## config.mk

```make
export PLATFORM = sky130hd
export DESIGN_NAME = issue_scoreboard_ctrl
export DESIGN_NICKNAME = d
export VERILOG_FILES = /design/src/rtl/issue_scoreboard_ctrl.sv
export SDC_FILE = /design/constraint.sdc
export NUM_CORES = 1
export LEC_CHECK = 0
export ABC_AREA = 1
export BUFFER_PORTS_ARGS = -buffer_cell sky130_fd_sc_hd__buf_2
export CORE_MARGIN = 2
export CORE_UTILIZATION = 55
export DETAILED_ROUTE_END_ITERATION = 8
export PLACE_DENSITY = 0.87
export SLEW_MARGIN = 15
export SYNTH_ARGS = -nofsm -noshare
export SYNTH_HDL_FRONTEND = slang
export SYNTH_SLANG_ARGS = --single-unit
```

## constraint.sdc

```tcl
create_clock -name clk -period 7.35 [get_ports clk]
set_clock_uncertainty 0.05 [all_clocks]
set_input_delay 2.205 -clock clk [delete_from_list [all_inputs] [get_ports clk]]
set_output_delay 2.205 -clock clk [all_outputs]
set_load 0.02 [all_outputs]
```

## src/rtl/issue_scoreboard_ctrl.sv

```systemverilog
// Issue controller for the 8-bit core. It tracks pending register writes, stalls on RAW hazards
// and in-flight limits, and drains the pipeline when a flush is requested.
module issue_scoreboard_ctrl #(
    parameter int unsigned MAX_PEND = 3,
    parameter int unsigned MAX_OUT  = 4
) (
    input  logic        clk,
    input  logic        rst,
    input  logic        instr_valid,
    input  logic [15:0] instruction_input,
    output logic        instr_ready,
    output logic        issue_valid,
    output logic [15:0] instruction_output,
    input  logic        regwrite,
    input  logic [2:0]  write_addr,
    input  logic        retire,
    input  logic        flush_req,
    output logic        flush_done,
    output logic        sb_err,
    output logic [15:0] stall_cnt
);

    localparam int unsigned PW = $clog2(MAX_PEND + 1);
    localparam int unsigned OW = $clog2(MAX_OUT + 1);

    localparam logic [1:0] StRun   = 2'd0;
    localparam logic [1:0] StDrain = 2'd1;
    localparam logic [1:0] StDone  = 2'd2;

    logic [1:0]    state_q, state_d;
    logic [PW-1:0] pend_q [8];
    logic [PW-1:0] pend_d [8];
    logic [OW-1:0] out_cnt_q, out_cnt_d;
    logic          issue_valid_q;
    logic [15:0]   instr_out_q;
    logic          sb_err_q, sb_err_d;
    logic [15:0]   stall_cnt_q, stall_cnt_d;

    logic [4:0] opcode;
    logic [2:0] rd, rs;
    logic       rd_read, rs_read, rd_write;
    logic       hazard, pend_full, all_clear, issue;

    assign opcode = instruction_input[15:11];
    assign rd     = instruction_input[10:8];
    assign rs     = instruction_input[7:5];

    always_comb begin
        rd_read  = 1'b0;
        rs_read  = 1'b0;
        rd_write = 1'b0;
        unique case (opcode)
            5'b01100, 5'b01101: rd_write = 1'b1;
            5'b01110:           rd_read  = 1'b1;
            5'b01000, 5'b01001, 5'b01010, 5'b01011,
            5'b11100, 5'b11101, 5'b11110: begin
                rd_read  = 1'b1;
                rd_write = 1'b1;
            end
            5'b10000, 5'b10001, 5'b10010, 5'b10011, 5'b10110: begin
                rd_read  = 1'b1;
                rs_read  = 1'b1;
                rd_write = 1'b1;
            end
            default: ;
        endcase
    end

    // Hazards use registered pending counts only; a same-cycle writeback is not bypassed.
    assign hazard    = (rd_read && pend_q[rd] != '0) || (rs_read && pend_q[rs] != '0);
    assign pend_full = rd_write && (pend_q[rd] >= PW'(MAX_PEND));

    always_comb begin
        all_clear = (out_cnt_q == '0);
        for (int i = 0; i < 8; i++) begin
            if (pend_q[i] != '0) all_clear = 1'b0;
        end
    end

    assign instr_ready = (state_q == StRun) && !flush_req && !hazard && !pend_full &&
                         (out_cnt_q < OW'(MAX_OUT));
    assign issue       = instr_valid && instr_ready;

    always_comb begin
        for (int i = 0; i < 8; i++) begin
            pend_d[i] = pend_q[i];
            if (issue && rd_write && rd == 3'(i)) begin
                if (!(regwrite && write_addr == 3'(i))) pend_d[i] = pend_q[i] + 1'b1;
            end else if (regwrite && write_addr == 3'(i) && pend_q[i] != '0) begin
                pend_d[i] = pend_q[i] - 1'b1;
            end
        end
    end

    always_comb begin
        out_cnt_d = out_cnt_q;
        if (issue && !(retire && out_cnt_q != '0)) begin
            out_cnt_d = out_cnt_q + 1'b1;
        end else if (!issue && retire && out_cnt_q != '0) begin
            out_cnt_d = out_cnt_q - 1'b1;
        end
    end

    always_comb begin
        sb_err_d = sb_err_q;
        if (regwrite && pend_q[write_addr] == '0) sb_err_d = 1'b1;
        stall_cnt_d = stall_cnt_q;
        if (instr_valid && !instr_ready && stall_cnt_q != 16'hFFFF) begin
            stall_cnt_d = stall_cnt_q + 16'd1;
        end
    end

    always_comb begin
        state_d = state_q;
        case (state_q)
            StRun:   if (flush_req) state_d = StDrain;
            StDrain: if (all_clear) state_d = StDone;
            StDone:  state_d = StRun;
            default: state_d = StRun;
        endcase
    end

    always_ff @(posedge clk) begin
        if (rst) begin
            state_q       <= StRun;
            out_cnt_q     <= '0;
            issue_valid_q <= 1'b0;
            instr_out_q   <= 16'h0000;
            sb_err_q      <= 1'b0;
            stall_cnt_q   <= 16'h0000;
            for (int i = 0; i < 8; i++) pend_q[i] <= '0;
        end else begin
            state_q       <= state_d;
            out_cnt_q     <= out_cnt_d;
            issue_valid_q <= issue;
            if (issue) instr_out_q <= instruction_input;
            sb_err_q      <= sb_err_d;
            stall_cnt_q   <= stall_cnt_d;
            for (int i = 0; i < 8; i++) pend_q[i] <= pend_d[i];
        end
    end

    assign issue_valid        = issue_valid_q;
    assign instruction_output = instr_out_q;
    assign flush_done         = (state_q == StDone);
    assign sb_err             = sb_err_q;
    assign stall_cnt          = stall_cnt_q;

endmodule

```

==> impl_results.md <==
- CP cell instances: buf_2, inv_2, nand2_1, nand2_1, nand2_1, nand3_1, nand2_1, nand2_1, nand2_1, nand2_2, nor2_8, buf_2
- Routed WL: 8230 µm
- Initial Util: 0.565
- Placed Area: between 0.003 and 0.004 mm²
- Largest net degree at the start of global routing: 44
- Final Instance Area: between 0.003 and 0.004 mm²
- Synth cell types: 42
- Largest family of logic cells by synthesized area: simple AND/OR/NAND/NOR gates
- Area Overhead vs Synth: 12.8%
- Measured slew at the worst slew-check pin: roughly 0.66 ns
- Post-synth ARST share: 0
- CTS buffer count: 5
- CTS resizes: 0
- Die ar.: roughly 0.0067 mm²
- Post-layout util: 0.638
- DRC viols: 0
- Sw Share: 0.351
- Drt pass-1 iters: 5
- Placer Congestion: 0.945
- Worst-Skew Late Latency: about 0.32 ns
- Hold Fails Final Rpt: 0
- Mapped Area: 0.00331 mm²
- I/O pins: approximately 60
- Layout Cells excl Fill: 652
- R2r setup slk: ~4.7 ns
- Post-synthesis xor/xnor area fraction: 0.0159
- Die height: a little over 80 µm
- # Post-CTS Setup Buffers: 0
- Total chip power: between 0.0007 and 0.0008 W
- Post-synthesis adder-cell area fraction: 0.00983
- MaxCap Viol Count: 0
- Reg-to-Reg End: out_cnt_q[2]$_SDFFE_PP0P_
- Vias in the first global route: 3157
- Beginning of the worst hold path: instruction_output[4]$_SDFFE_PP0P_
- Final setup fails: 0
- Period utilisation layout: 0.781
- Worst path max stage delay: around 0.2 ns
- Setup CP Type: input pin to output port
- Simple logic cell fraction of the synthesized area: 0.397
- Seq cells post-synth: 55
- Multiplexer share of the synthesized area: 0
- Crit Path Max Fanout: 12
- Worst setup SP type: input pin
- Synth Area in Compound Gates: 0.141
- CP max-delay cell: buf_2
- Hpwl dp: between 6000 and 7000 µm
- Combinational power share: 0.275
- Inserted Diodes: 0
- P_leak: roughly 1.8 nW
- Final min period: approximately 5.7 ns
- Sequential fraction of design power: 0.453
- Total core area: between 0.005 and 0.006 mm²
- Hold Buf Count CTS: 0
- H-tree depth: 2
- Die width: about 82 µm
- Post-Syn Nets: 548
- Vias per std cell: about 5.4
- GRT Util Overall: 0.263
- Most common cell after layout, fill and taps aside: nand2_1
- Syn_area_per_cell: 6.35 µm²
- Hold Path End: instruction_output[4]$_SDFFE_PP0P_
- Crit path top cell by count: nand2_1
- CTS tree: done
- Cells after DPL: between 600 and 700
- Pwr dens: 204 mW/mm²
- WP data arrival: 3.48 ns
- Worst vdd ir: between 100 and 150 µV
- Slew Viols, Final: 0
- Num rows: 28
- Status: finished, final reports clean
- Max Fclk: between 0.15 and 0.2 GHz
- Sw Pwr: 0.000268 W
- Clock power share: 0.272
- Cell count after synthesis: 521
- Share of post-route cells with drive strength above 1: 0.159
- CTS Sinks: 55
- Int Pwr: between 0.0004 and 0.0005 W
- R2R cell count: 15
- Worst R2R Start: pend_q[7][0]$_SDFFE_PP0P_
- Main synth FF type: dfxtp_1
- Final ANT Viol Nets: 0
- RSZ-0062 raised after global routing: no
- First-pass GRT wire length: between 10000 and 15000 µm
- Synth warn: 0
- Worst EP required: around 5 ns
- Slew headroom: 0.559
- Post-synth EDFFs: 0
- Worst hold stages: 2
- Worst-path clk slew: about 0.10 ns
- Commonest non-fill, non-tap cells in the layout: nand2_1 (124), nor2_1 (82), inv_1 (60), buf_2 (60), dfxtp_1 (55)
- Detailed-route via count: 3533
- Hold Crit Class: flop to flop
- Worst setup EP type: output port
- WL/cell: roughly 13 µm
- Total grt overflow: 0
- Root buf cell: clkbuf_8
- Register area share after synthesis: 0.333
- 1st-iter DRT viols: 236
- Setup TNS: 0 ns
- I/O Buffers: 60
- Initial antenna violation count: 0
- NumNets Final: around 600
- CTS Buffer Depth: 2
-- cell type report --
class                   count  area [µm²]
repair buffers             60         300
multi-input cells         387        1870
inverters                  67         254
clock buffers               5        68.8
well taps                  75        93.8
fillers                   559        2120
clock inverters             3        46.3
flip-flops and latches     55        1100
-- kinds of logic after synthesis --
group | count (synthesis)
compound gates | 87
xor+xnor | 6
fa+ha+maj | 2
buf+inv | 79
flops | 55
simple gates | 292
-- critical path: cells and delay by family --
family                 cells  cell delay [ns]
buffers and inverters      3             0.51
and+or+nand+nor            9             0.74
-- worst max path at each step --
stage / from / to / cells past startpoint
6_report: instruction_input[8] / instr_ready / 12
5_1_grt: instruction_input[8] / instr_ready / 12
4_1_cts: instruction_input[8] / instr_ready / 12
3_5_place_dp: instruction_input[8] / instr_ready / 12
3_3_place_gp: instruction_input[8] / instr_ready / 12
2_1_floorplan: instruction_input[9] / instr_ready / 9
-- cell usage after synthesis (3+ instances only) --
library cell	n	area share
nand2_1	124	0.14
nor2_1	82	0.093
inv_1	61	0.069
dfxtp_1	55	0.33
a21oi_1	38	0.057
nand3_1	38	0.057
o21ai_0	25	0.038
nor3_1	14	0.021
nand4_1	13	0.025
o21ai_1	11	0.017
a31oi_1	5	0.0095
inv_2	5	0.0057
clkbuf_1	4	0.0045
nand2_2	4	0.0076
xor2_1	4	0.011
buf_2	3	0.0045
-- per-layer routing --
layer	GRT usage	vias up	wire length, µm
met5	0	-	0
met4	0.0881	0	179
met3	0.0484	17	513
met2	0.445	123	3900
met1	0.337	1588	3630
li1	-	1805	-
-- flip-flops by register name (all words and copies together) (netlist names) --
name	cells
instruction_output	16
issue_valid	1
out_cnt_q	3
pend_q	16
sb_err	1
stall_cnt	16
state_q	2
-- power groups by stage --
stage / registers (W) / logic [W] / clock network [W]
2_1_floorplan: 0.000369 / 0.000137 / 0
3_3_place_gp: 0.000350 / 0.000201 / 0
3_5_place_dp: 0.000351 / 0.000207 / 0
4_1_cts: 0.000345 / 0.000209 / 0.000210
5_1_grt: 0.000349 / 0.000237 / 0.000219
6_report: 0.000345 / 0.000210 / 0.000207
-- stage by stage --
step | worst slack (ns) | hold slack (ns)
2_1_floorplan | 2.06 | 0.410
3_3_place_gp | 1.68 | 0.415
3_5_place_dp | 1.67 | 0.423
4_1_cts | 1.64 | 0.444
5_1_grt | 1.50 | 0.468
6_report | 1.61 | 0.441
Power figures use the tool's default switching activity.
